$ cat src/rtl/fpu_pkg.sv
// Shared types and constants for the parametrised FP add/subtract unit.
package fpu_pkg;

    localparam int FPU_EXP_W = 6;
    localparam int FPU_MAN_W = 25;

    typedef enum logic [2:0] {
        ST_IDLE,
        ST_ALIGN,
        ST_OPERATE,
        ST_NORM,
        ST_ROUND,
        ST_PACK
    } state_t;

    localparam logic [3:0] STATUS_EXACT     = 4'b0001;
    localparam logic [3:0] STATUS_INEXACT   = 4'b0010;
    localparam logic [3:0] STATUS_OVERFLOW  = 4'b0100;
    localparam logic [3:0] STATUS_UNDERFLOW = 4'b1000;

endpackage

$ cat src/rtl/fpu_lzc.sv
// Combinational leading-zero counter; all-zero input returns WIDTH.
module fpu_lzc #(
    parameter int WIDTH = 29,
    parameter int CNT_W = $clog2(WIDTH + 1)
) (
    input  logic [WIDTH-1:0] data_i,
    output logic [CNT_W-1:0] count_o
);

    always_comb begin
        count_o = CNT_W'(WIDTH);
        for (int unsigned i = 0; i < WIDTH; i++) begin
            if (data_i[i]) begin
                count_o = CNT_W'(WIDTH - 1 - i);
            end
        end
    end

endmodule

$ cat src/rtl/fpu_addsub_param.sv
// Multi-cycle FP add/subtract, fixed 5-cycle latency, start/done handshake.
// Define FPU_RNE_EN for round-to-nearest-even; otherwise results are truncated.
module fpu_addsub_param
    import fpu_pkg::*;
#(
    parameter int EXP_W = FPU_EXP_W,
    parameter int MAN_W = FPU_MAN_W,
    parameter int BIAS  = 2**(EXP_W-1) - 1,
    parameter int W     = 1 + EXP_W + MAN_W
) (
    input  logic         clock100KHz,
    input  logic         reset,
    input  logic         start,
    input  logic         op,
    input  logic [W-1:0] op_A_in,
    input  logic [W-1:0] op_B_in,
    output logic         busy,
    output logic         done,
    output logic [W-1:0] data_out,
    output logic [3:0]   status_out
);

    localparam int EW2 = EXP_W + 2;      // signed exponent path
    localparam int SW  = MAN_W + 5;      // carry, hidden, mantissa, G, R, S
    localparam int XW  = 2*MAN_W + 4;    // alignment shifter
    localparam int LZW = $clog2(SW);
    localparam logic signed [EW2-1:0] EXP_MAX = EW2'(2**EXP_W - 1);
    localparam logic signed [EW2-1:0] EXP_MIN = EW2'(1);

    if (W != 1 + EXP_W + MAN_W || BIAS < 1) begin : g_bad_cfg
        $error("fpu_addsub_param: W must equal 1+EXP_W+MAN_W and BIAS must be positive");
    end

    state_t                state_q, state_d;
    logic [W-1:0]          a_q, a_d, b_q, b_d;
    logic signed [EW2-1:0] exp_q, exp_d;
    logic [SW-1:0]         sig_q, sig_d, small_q, small_d;
    logic                  sign_q, sign_d, sub_q, sub_d;
    logic                  zero_q, zero_d, inexact_q, inexact_d;
    logic [W-1:0]          data_q, data_d;
    logic [3:0]            status_q, status_d;
    logic                  done_q, done_d;

    // ALIGN helpers
    logic                  a_big;
    logic [W-2:0]          mag_big, mag_small;
    logic [EXP_W-1:0]      e_big, e_small, e_diff;
    logic [MAN_W:0]        sig_big, sig_small;
    logic [XW-1:0]         shifted;
    logic [SW-1:0]         aligned;

    assign a_big     = a_q[W-2:0] >= b_q[W-2:0];
    assign mag_big   = a_big ? a_q[W-2:0] : b_q[W-2:0];
    assign mag_small = a_big ? b_q[W-2:0] : a_q[W-2:0];
    assign e_big     = mag_big[W-2 -: EXP_W];
    assign e_small   = mag_small[W-2 -: EXP_W];
    assign sig_big   = (e_big == '0)   ? '0 : {1'b1, mag_big[MAN_W-1:0]};
    assign sig_small = (e_small == '0) ? '0 : {1'b1, mag_small[MAN_W-1:0]};
    assign e_diff    = e_big - e_small;
    assign shifted   = {sig_small, {(MAN_W+3){1'b0}}} >> e_diff;
    // Everything below R collapses into S; very large shifts leave only S.
    assign aligned   = (32'(e_diff) >= 32'(MAN_W + 3))
                     ? {{(SW-1){1'b0}}, |sig_small}
                     : {1'b0, shifted[XW-1 -: MAN_W+3], |shifted[MAN_W:0]};

    logic [SW-1:0]         sum;
    logic [LZW-1:0]        lz;
    logic signed [EW2-1:0] lz_ext;

    assign sum    = sub_q ? (sig_q - small_q) : (sig_q + small_q);
    assign lz_ext = EW2'(lz);

    fpu_lzc #(.WIDTH(SW - 1), .CNT_W(LZW)) u_lzc (
        .data_i  (sig_q[SW-2:0]),
        .count_o (lz)
    );

`ifdef FPU_RNE_EN
    localparam int RW = MAN_W + 2;
    logic          round_up;
    logic [RW-1:0] rounded;

    assign round_up = sig_q[2] & (sig_q[1] | sig_q[0] | sig_q[3]);
    assign rounded  = {1'b0, sig_q[SW-2:3]} + RW'(round_up);
`endif

    always_ff @(posedge clock100KHz) begin
        if (reset) begin
            state_q  <= ST_IDLE;
            data_q   <= '0;
            status_q <= STATUS_EXACT;
            done_q   <= 1'b0;
        end else begin
            state_q  <= state_d;
            data_q   <= data_d;
            status_q <= status_d;
            done_q   <= done_d;
        end
    end

    always_ff @(posedge clock100KHz) begin
        a_q       <= a_d;
        b_q       <= b_d;
        exp_q     <= exp_d;
        sig_q     <= sig_d;
        small_q   <= small_d;
        sign_q    <= sign_d;
        sub_q     <= sub_d;
        zero_q    <= zero_d;
        inexact_q <= inexact_d;
    end

    // The done cycle is spent in IDLE, so a start there launches the next
    // operation and gives back-to-back issue every 6 cycles.
    always_comb begin
        state_d = state_q;
        case (state_q)
            ST_IDLE:    if (start) state_d = ST_ALIGN;
            ST_ALIGN:   state_d = ST_OPERATE;
            ST_OPERATE: state_d = ST_NORM;
            ST_NORM:    state_d = ST_ROUND;
            ST_ROUND:   state_d = ST_PACK;
            ST_PACK:    state_d = ST_IDLE;
            default:    state_d = ST_IDLE;
        endcase
    end

    always_comb begin
        a_d       = a_q;
        b_d       = b_q;
        exp_d     = exp_q;
        sig_d     = sig_q;
        small_d   = small_q;
        sign_d    = sign_q;
        sub_d     = sub_q;
        zero_d    = zero_q;
        inexact_d = inexact_q;
        data_d    = data_q;
        status_d  = status_q;
        done_d    = 1'b0;
        case (state_q)
            ST_IDLE: begin
                if (start) begin
                    a_d = op_A_in;
                    b_d = {op_B_in[W-1] ^ op, op_B_in[W-2:0]};
                end
            end
            ST_ALIGN: begin
                sig_d   = {1'b0, sig_big, 3'b000};
                small_d = aligned;
                exp_d   = EW2'(e_big);
                sign_d  = a_big ? a_q[W-1] : b_q[W-1];
                sub_d   = a_q[W-1] ^ b_q[W-1];
            end
            ST_OPERATE: begin
                sig_d  = sum;
                zero_d = (sum == '0);
            end
            ST_NORM: begin
                if (sig_q[SW-1]) begin
                    sig_d = {1'b0, sig_q[SW-1:2], sig_q[1] | sig_q[0]};
                    exp_d = exp_q + EW2'(1);
                end else begin
                    sig_d = sig_q << lz;
                    exp_d = exp_q - lz_ext;
                end
            end
            ST_ROUND: begin
                inexact_d = |sig_q[2:0];
`ifdef FPU_RNE_EN
                if (rounded[RW-1]) begin
                    sig_d = {1'b0, rounded[RW-1:1], 3'b000};
                    exp_d = exp_q + EW2'(1);
                end else begin
                    sig_d = {1'b0, rounded[RW-2:0], 3'b000};
                end
`endif
            end
            ST_PACK: begin
                done_d = 1'b1;
                if (zero_q) begin
                    data_d   = '0;
                    status_d = STATUS_EXACT;
                end else if (exp_q > EXP_MAX) begin
                    data_d   = {sign_q, {(W-1){1'b1}}};
                    status_d = STATUS_OVERFLOW;
                end else if (exp_q < EXP_MIN) begin
                    data_d   = {sign_q, {(W-1){1'b0}}};
                    status_d = STATUS_UNDERFLOW;
                end else begin
                    data_d   = {sign_q, exp_q[EXP_W-1:0], sig_q[SW-3:3]};
                    status_d = inexact_q ? STATUS_INEXACT : STATUS_EXACT;
                end
            end
            default: ;
        endcase
    end

    assign busy       = (state_q != ST_IDLE) | done_q;
    assign done       = done_q;
    assign data_out   = data_q;
    assign status_out = status_q;

endmodule

$ cat config.mk
export PLATFORM = sky130hd
export DESIGN_NAME = fpu_addsub_param
export DESIGN_NICKNAME = d
export VERILOG_FILES = /design/src/rtl/fpu_pkg.sv /design/src/rtl/fpu_lzc.sv /design/src/rtl/fpu_addsub_param.sv
export SDC_FILE = /design/constraint.sdc
export NUM_CORES = 1
export LEC_CHECK = 0
export CORE_ASPECT_RATIO = 1.1
export CORE_MARGIN = 2
export CORE_UTILIZATION = 55
export DETAILED_ROUTE_END_ITERATION = 12
export GPL_TIMING_DRIVEN = 0
export PLACE_DENSITY = 0.76
export SLEW_MARGIN = 20
export SYNTH_ARGS = -nofsm -noshare
export SYNTH_HDL_FRONTEND = slang
export SYNTH_HIERARCHICAL = 1
export SYNTH_SLANG_ARGS = --single-unit
$ cat constraint.sdc
create_clock -name clock100KHz -period 12.41 [get_ports clock100KHz]
set_clock_uncertainty 0.05 [all_clocks]
set_input_delay 3.1025 -clock clock100KHz [delete_from_list [all_inputs] [get_ports clock100KHz]]
set_output_delay 3.1025 -clock clock100KHz [all_outputs]
set_load 0.05 [all_outputs]
---- After elaboration in Yosys (flattened, before gate mapping) ----
Index checks and enable logic that the tools add are counted.
cells by class
  muxes and demuxes ....................... 50
  reduce and logical (&&, ||, !) cells .... 11
  add/sub/neg operators ................... 5
  order comparisons ....................... 4
  bitwise operators ....................... 4
  shift-type cells ........................ 2
  equality and inequality tests ........... 6
operators with widths
  operator             count
  $mux 31              4
  $pmux 30 s3          1
  $mux 5               16
  $mux 30              2
  $shr 54x6->54        1
  $mux 26              2
  $reduce_or 26->1     2
  $mux 4               11
  $mux 32              1
  $ge 31x31->1         1
  $add 30x30->30       1
  $logic_not 30->1     1
  $shl 30x5->30        1
  $sub 30x30->30       1
  $pmux 8 s2           1
  $mux 3               5
  $pmux 3 s5           1
  $logic_not 6->1      2
  $add 8x2->8 const B  1
  $gt 8x7->1 const B   1
  $lt 8x2->1 const B   1
  $mux 8               1
  $sub 8x6->8          1
  $eq 3x2->1 const B   2
  other kinds (14)     21
storage, ports and cells
  word-level logic and storage cells ...... 96
  bits in registers ....................... 176
  output and inout port bits .............. 38
  input port bits ......................... 68

---- Logic depth before layout (Yosys ltp) ----
Gate-level depths: netlist of the first run.
  word-level depth ........................ 32
  gate-level depth with buffers ........... 23
  mapped depth without buffers ............ 23

---- Cells and area by module ----
Netlist of the first run, hierarchy kept.
modules (own cells, without submodules)
  module            area each (µm²)  times used  seq. area each (µm²)  cells an instance
  fpu_addsub_param  13,731.9         1           4,854.7               1,479
  fpu_lzc           311.5            1           0.0                   55

---- Worst setup path before layout of the first run ----
No wires, ideal clock.
  kind .................................... in2reg
  start ................................... input port start
  end ..................................... register a_q[0], enable pin
  required time ........................... 11.931 ns
  path slack .............................. 7.274 ns
  arrival ................................. 4.657 ns
  path buffers ............................ 0
  library setup time ...................... 0.429 ns
  stages on the path ...................... 1
  cells stage by stage .................... and3_1
on the way
  cells in the longest elaborated chain, start to end .. 1
RTL lines
  item                        line                     source
  from (decl)                 fpu_addsub_param.sv:13   input logic start,
  $reduce_and 2->1 (no line)  --
  to (signal assigned)        fpu_addsub_param.sv:102  a_q <= a_d;
  to (decl)                   fpu_addsub_param.sv:35   logic [W-1:0] a_q, a_d, b_q, b_d;
No other way between the ends.
A chain may end at the register's enable or synchronous reset.

---- Worst setup path after layout of the first run ----
  start ................................... register b_q[6]
  end ..................................... register small_q[0], data pin
on the way
  cells in the longest elaborated chain, start to end .. 7
  elaborated cells on any way between the ends .. 11
  those cells by class .................... 1 x add/sub; 2 x order compare; 1 x shift; 4 x mux; 3 x reduce/logical
RTL lines
  item                                                                  line                     source
  from (decl)                                                           fpu_addsub_param.sv:35
  from (signal assigned)                                                fpu_addsub_param.sv:103  b_q <= b_d;
  parallel branches: the longest is 6 deep, another holds $ge 31x31->1  --
  $mux 1 (*)                                                            fpu_addsub_param.sv:63   ? {{(SW-1){1'b0}}, |sig_small}
  via aligned[0]                                                        fpu_addsub_param.sv:50   logic [SW-1:0] aligned;
  to (signal assigned)                                                  fpu_addsub_param.sv:106  small_q <= small_d;
  to (decl)                                                             fpu_addsub_param.sv:37   logic [SW-1:0] sig_q, sig_d, small_q, small_d;
Mark *: on every way through the listed nets, which the timed path passes.

==> results of run 1 <==
-- layout make-up --
cell class / instances / area (sq um) / share of cell area [%]
buffer: 91 / 405.4 / 2.517
sequential: 175 / 4855 / 30.14
inverter: 77 / 289.0 / 1.794
tap: 315 / 394.1 / 2.447
clock inverter: 13 / 121.4 / 0.7535
multi-input combinational: 1191 / 8512 / 52.84
clock buffer: 19 / 432.9 / 2.688
timing repair buffer: 107 / 1099 / 6.820
-- cells by family (layout without fill, tap and decap cells) --
| kind of cell | count (synthesis) | in the layout |
|---|---|---|
| and+or+nand+nor | 483 | 483 |
| AOI/OAI and AO/OA | 415 | 415 |
| DFF | 175 | 175 |
| buffers and inverters | 168 | 307 |
| muxes | 152 | 152 |
| adders and majority gates | 72 | 72 |
| xor gates and xnor gates | 69 | 69 |
-- worst paths after layout --
path / end / slack, ns
worst min-delay path: data_out[28]$_SDFFE_PP0P_ / 0.40
worst max-delay path: small_q[0]$_DFFE_PP_ / 6.29
worst max register to register: small_q[0]$_DFFE_PP_ / 6.29
worst min register to register: data_out[28]$_SDFFE_PP0P_ / 0.40
-- state kept, by name, indices dropped and copies added, names as in the netlist, 3 cells and up --
| signal | count |
|---|---|
| b_q | 32 |
| data_out | 32 |
| small_q | 29 |
| a_q | 32 |
| sig_q | 30 |
| state_q | 3 |
| exp_q | 8 |
| status_out | 4 |
-- worst reg2reg max path, cell delays in order (launching register included) --
cell and delay (ns):
edfxtp_1 0.47, inv_1 0.08, ha_1 0.29, and3_1 0.20
a221o_1 0.34, a31oi_1 0.30, o41ai_2 0.18, a21oi_2 0.35
mux2_2 0.41, inv_1 0.06, ha_1 0.27, clkbuf_1 0.28
inv_1 0.27, clkbuf_1 0.57, clkbuf_1 0.41, nor2_1 0.09
a31oi_1 0.38, nand4_1 0.22, o41ai_1 0.42, o211ai_1 0.19
-- Yosys cell counts, drive strengths merged (34+ instances only) --
cell,number
edfxtp,135
nand2,132
dfxtp,40
inv,74
clkbuf,60
mux2i,96
a31oi,34
xnor2,54
ha,70
o21ai,63
a21oi,135
nor2,172
nor3,50
-- routing by layer --
metal | up-vias | part of all wire [%] | global-route usage (%)
met3 | 238 | 9.2 | 7.130
met1 | 6338 | 36 | 44.03
met4 | 0 | 7.9 | 26.13
met2 | 798 | 46 | 61.39
li1 | 6037 | - | -
met5 | - | 0 | 0
-- stage by stage --
stage / util [%] / hold WS (ns) / total power, mW
after floorplan: - / 0.4810 / 1.920
after global placement: 61.50 / 0.3922 / 2.399
after detailed placement: 61.74 / 0.3954 / 2.415
after CTS: 63.94 / 0.4063 / 2.939
after global routing: 63.95 / 0.4335 / 3.141
final: 63.95 / 0.4031 / 3.003
-- report_power, final --
group | total [mW] | internal [mW] | switching [mW]
Combinational | 1.60 | 0.615 | 0.983
Clock | 0.525 | 0.265 | 0.260
Sequential | 0.880 | 0.731 | 0.149
==> flow_summary.json, run 1 <==
{
  "status": "complete, no violations",
  "root_buffer": "clkbuf_16",
  "clk-insertion-delay-late_ns": 0.45,
  "areaGrowthSynthToFinish_pct": 14.70,
  "crit_path_start": "b_q[6]$_DFFE_PP_",
  "fin_cells": 1988,
  "synth_area_leaders": "edfxtp_1 (29%), mux2i_1 (6.8%), ha_1 (6.2%)",
  "wire_per_inst_um": 24.82,
  "ir_drop_mv": 0.09311,
  "final_cell_mix": "nor2_1 (171), edfxtp_1 (135), a21oi_1 (134)",
  "min_path_cells": 2,
  "cp.required_ns": 12.51,
  "synthAdderAreaFrac_pct": 6.522,
  "pin_count": 106,
  "synth_top_family_by_area": "compound AO/OA/AOI/OAI gates",
  "placed_area_sq_um": 15550,
  "crit_cells": 19,
  "max_cap_violations": 0,
  "cts_hold_buf": 0,
  "syn_nets": 1674,
  "syn_inst": 1534,
  "design_area_sq_um": 16110,
  "post_cts_buffers": 0,
  "criticalPathCategory": "register to register",
  "cp_cell_sequence": "inv_1 > ha_1 > and3_1 > a221o_1 > a31oi_1 > o41ai_2 > a21oi_2 > mux2_2 > inv_1 > ha_1 > clkbuf_1 > inv_1 > clkbuf_1 > clkbuf_1 > nor2_1 > a31oi_1 > nand4_1 > o41ai_1 > o211ai_1",
  "grt_max_degree": 65,
  "min_period_ns": 6.121,
  "hold_viol_final": 0,
  "drive_above_1_share_pct": 7.950,
  "cts_resized": 0,
  "postSynthAreaPerCell_sq_um": 9.155,
  "cts.path.max_buffers": 2,
  "power.density_nw_per_um2": 186.5,
  "fp.coreArea_sq_um": 25190,
  "cp_top_family": "compound AO/OA/AOI/OAI gates",
  "num-nets-final": 1800,
  "synth_top_area_share_pct": 28.87,
  "diodes": 0,
  "portBuffers": 105,
  "route.detailed.drc": 0,
  "ys_seq_area_share_pct": 34.57,
  "maxSlewHeadroom_pct": 25.18,
  "cellLeakagePower_nw": 6.031,
  "synth_edf_count": 135,
  "place.gp.congestion": 1.031,
  "synth_simple_gate_area_share_pct": 16.03,
  "drt-initial-drc-count": 1460,
  "finalMaxSlewViolations": 0,
  "h-tree-depth": 4,
  "path_max_fanout": 10,
  "cp_num_buf_inv": 6,
  "synth_flop_cell": "edfxtp_1",
  "cp.arrival_ns": 6.22,
  "setup_violations": 0,
  "async_flop_share_pct": 0,
  "clkSlewWorstSetupHoldPaths_ns": 0.07,
  "drt_pre_antenna_iters": 6,
  "grt_pass1_wl_um": 74460,
  "dieArea_sq_um": 26830,
  "timing.final.crit_share_pct": 49.33,
  "synth_xor_area_share_pct": 4.303,
  "antenna_found_initial": 0,
  "max_slew.worst_pin.slew_ns": 1.112,
  "r2r_cells": 19,
  "final_common_cell": "nor2_1",
  "grt_pass1_vias": 12870,
  "ys_seq_elements": 175,
  "endpoint_kind": "register",
  "mappedNetlistArea_sq_um": 14040,
  "antenna_left": 0,
  "place_inst": 1956,
  "crit_path_start_kind": "register",
  "synth-warning-count": 6,
  "cts_tree": "yes",
  "fin_tns_setup_ns": 0,
  "std_cell_rows": 61,
  "gr-usage-all-layers_pct": 37.29,
  "hold_path.class": "register to register",
  "drt_wl_total_um": 49350,
  "dp_hpwl_um": 38220,
  "max_stage_delay_ns": 0.57,
  "die_height_um": 171.6,
  "detailedPlace.worstSlack_ns": 6.470,
  "timing.fmax_mhz": 163.4,
  "via_per_inst": 6.746,
  "rsz0062_at_grt": "no",
  "synthDistinctLibCells": 85,
  "synth.largest_area_cell": "edfxtp_1",
  "fin_ws_ns": 6.289,
  "dr_total_vias": 13410,
  "worstHoldStart": "data_out[28]$_SDFFE_PP0P_",
  "r2r-start": "b_q[6]$_DFFE_PP_",
  "fp.dieW_um": 156.4,
  "cts_sinks": 175,
  "critPathSlowestCell": "clkbuf_1",
  "muxShareOfSynthArea_pct": 13.93,
  "synth-compound-area-share_pct": 19.71,
  "start_util_pct": 55.76,
  "cts_buffers": 17,
  "fill_cells": 2174,
  "grt-ovfl-total": 0
}
Note: power is estimated with default switching activity, not from simulation.
==> run 2: changes to the inputs <==
Clock period 12.41 ns to 5.8 ns, I/O delays scaled along.
==> flow_summary.json, run 2 (synthesis results as in run 1) <==
{
  "fin_ws_ns": 0.1796,
  "fill_cells": 2167,
  "h-tree-depth": 4,
  "r2r_slack_ns": 0.18,
  "min_path_cells": 2,
  "multiInputGateArea_sq_um": 8548,
  "ir_drop_mv": 0.1999,
  "portBuffers": 105,
  "grt_pass1_wl_um": 74420,
  "max_cap_violations": 0,
  "fp.coreArea_sq_um": 25190,
  "clkSlewWorstSetupHoldPaths_ns": 0.08,
  "dr_total_vias": 13450,
  "finalMaxSlewViolations": 0,
  "path_max_fanout": 10,
  "timing.fmax_mhz": 177.9,
  "grt_max_degree": 65,
  "drive_above_1_share_pct": 8.548,
  "root_buffer": "clkbuf_16",
  "cts.path.max_buffers": 2,
  "rsz0062_at_grt": "yes",
  "num-nets-final": 1800,
  "r2r_cells": 20,
  "cellLeakagePower_nw": 6.055,
  "criticalPathCategory": "register to register",
  "gr-usage-all-layers_pct": 37.27,
  "detailedPlace.worstSlack_ns": -0.1396,
  "drt_pre_antenna_iters": 6,
  "areaGrowthSynthToFinish_pct": 15.03,
  "place.gp.congestion": 1.031,
  "endpoint_kind": "register",
  "clk-insertion-delay-late_ns": 0.45,
  "cts_hold_buf": 0,
  "dp_hpwl_um": 38220,
  "hold_viol_final": 0,
  "drt_wl_total_um": 49450,
  "status": "complete, no violations",
  "max_slew.worst_pin.slew_ns": 1.098,
  "diodes": 0,
  "crit_path_start": "b_q[6]$_DFFE_PP_",
  "std_cell_rows": 61,
  "fp.dieW_um": 156.4,
  "cts_tree": "yes",
  "antenna_found_initial": 0,
  "die_height_um": 171.6,
  "dieArea_sq_um": 26830,
  "min_period_ns": 5.620,
  "hold_path.class": "register to register",
  "power.density_nw_per_um2": 399.1,
  "via_per_inst": 6.764,
  "start_util_pct": 55.76,
  "timing.final.crit_share_pct": 96.90,
  "final_cell_mix": "nor2_1 (171), edfxtp_1 (135), a21oi_1 (133)",
  "holdWs_ns": 0.4031,
  "fin_tns_setup_ns": 0,
  "pin_count": 106,
  "wire_per_inst_um": 24.87,
  "antenna_left": 0,
  "setup_violations": 0,
  "cts_buffers": 17,
  "maxSlewHeadroom_pct": 26.11,
  "cp.arrival_ns": 5.72,
  "grt_pass1_vias": 12870,
  "final_common_cell": "nor2_1",
  "cp.required_ns": 5.90,
  "r2r_end": "small_q[0]$_DFFE_PP_",
  "register_area_sq_um": 4855,
  "r2r-start": "b_q[6]$_DFFE_PP_",
  "drt-initial-drc-count": 1393,
  "route.detailed.drc": 0,
  "crit_path_start_kind": "register",
  "worstHoldStart": "data_out[28]$_SDFFE_PP0P_",
  "grt-ovfl-total": 0,
  "cts_sinks": 175,
  "hold_path_end": "data_out[28]$_SDFFE_PP0P_"
}
[run 2: worst max-delay path by stage]
stage	end	slack (ns)
global route	exp_q[7]$_SDFFCE_PN0P_	-0.08
detailed placement	small_q[0]$_DFFE_PP_	-0.14
floorplan	small_q[0]$_DFFE_PP_	1.10
CTS	small_q[0]$_DFFE_PP_	0.06
global placement	small_q[0]$_DFFE_PP_	-0.13
finish	small_q[0]$_DFFE_PP_	0.18
[run 2: metal layers]
metal  up-vias  GRT usage, %  share of wire, %  wire length (um)
li1       6032             -                 -                 -
met1      6365         43.90                37             18090
met2       810         61.29                47             23000
met3       239         7.307               8.8              4332
met4         0         26.25               8.2              4031
met5         -             0                 0                 0
[run 2: critical path: stages, from the launching register on]
cell and delay (ns):
edfxtp_1 0.47, inv_1 0.08, ha_1 0.29, and3_1 0.20
a221o_1 0.34, a31oi_1 0.32, o41ai_2 0.18, a21oi_2 0.22
mux2_2 0.20, inv_1 0.04, ha_1 0.18, and2_1 0.18
a311oi_4 0.47, nand2_1 0.12, a21oi_1 0.59, xnor2_2 0.29
or2_2 0.35, clkbuf_1 0.24, o21ai_0 0.17, o22a_1 0.18
o211ai_1 0.15
[run 2: final cells by class]
| cell class | instances | area share, % |
|---|---|---|
| Multi-Input combinational cell | 1191 | 52.92 |
| Sequential cell | 175 | 30.05 |
| Inverter | 77 | 1.789 |
| Timing Repair Buffer | 108 | 6.847 |
| Buffer | 90 | 2.525 |
| Tap cell | 315 | 2.440 |
| Clock buffer | 19 | 2.680 |
| Clock inverter | 13 | 0.7513 |
[run 2: timing repair]
action | 4_1_cts | 5_1_grt
setup buffers | 0 | 1
resized for setup | 1 | 12
endpoints found under the hold margin | 0 | 0
pin swaps | 0 | 1
endpoints found under the setup margin | 1 | 11
[run 2: power by group]
part	internal, mW	switching (mW)	leakage, nW
clock network	0.567	0.558	0.269
registers	1.56	0.324	1.61
logic	1.33	2.11	4.18
[run 2: through the flow]
| stage | cells | cell area, sq um | power [mW] | utilization [%] |
|---|---|---|---|---|
| final | 1988 | 16150 | 6.448 | 64.14 |
| after global routing | 1988 | 16150 | 6.737 | 64.14 |
| after CTS | 1988 | 16110 | 6.289 | 63.94 |
| after detailed placement | 1956 | 15550 | 5.168 | 61.74 |
| after global placement | 1954 | 15490 | 5.132 | 61.50 |
| after floorplan | 1534 | 14040 | 4.108 | - |
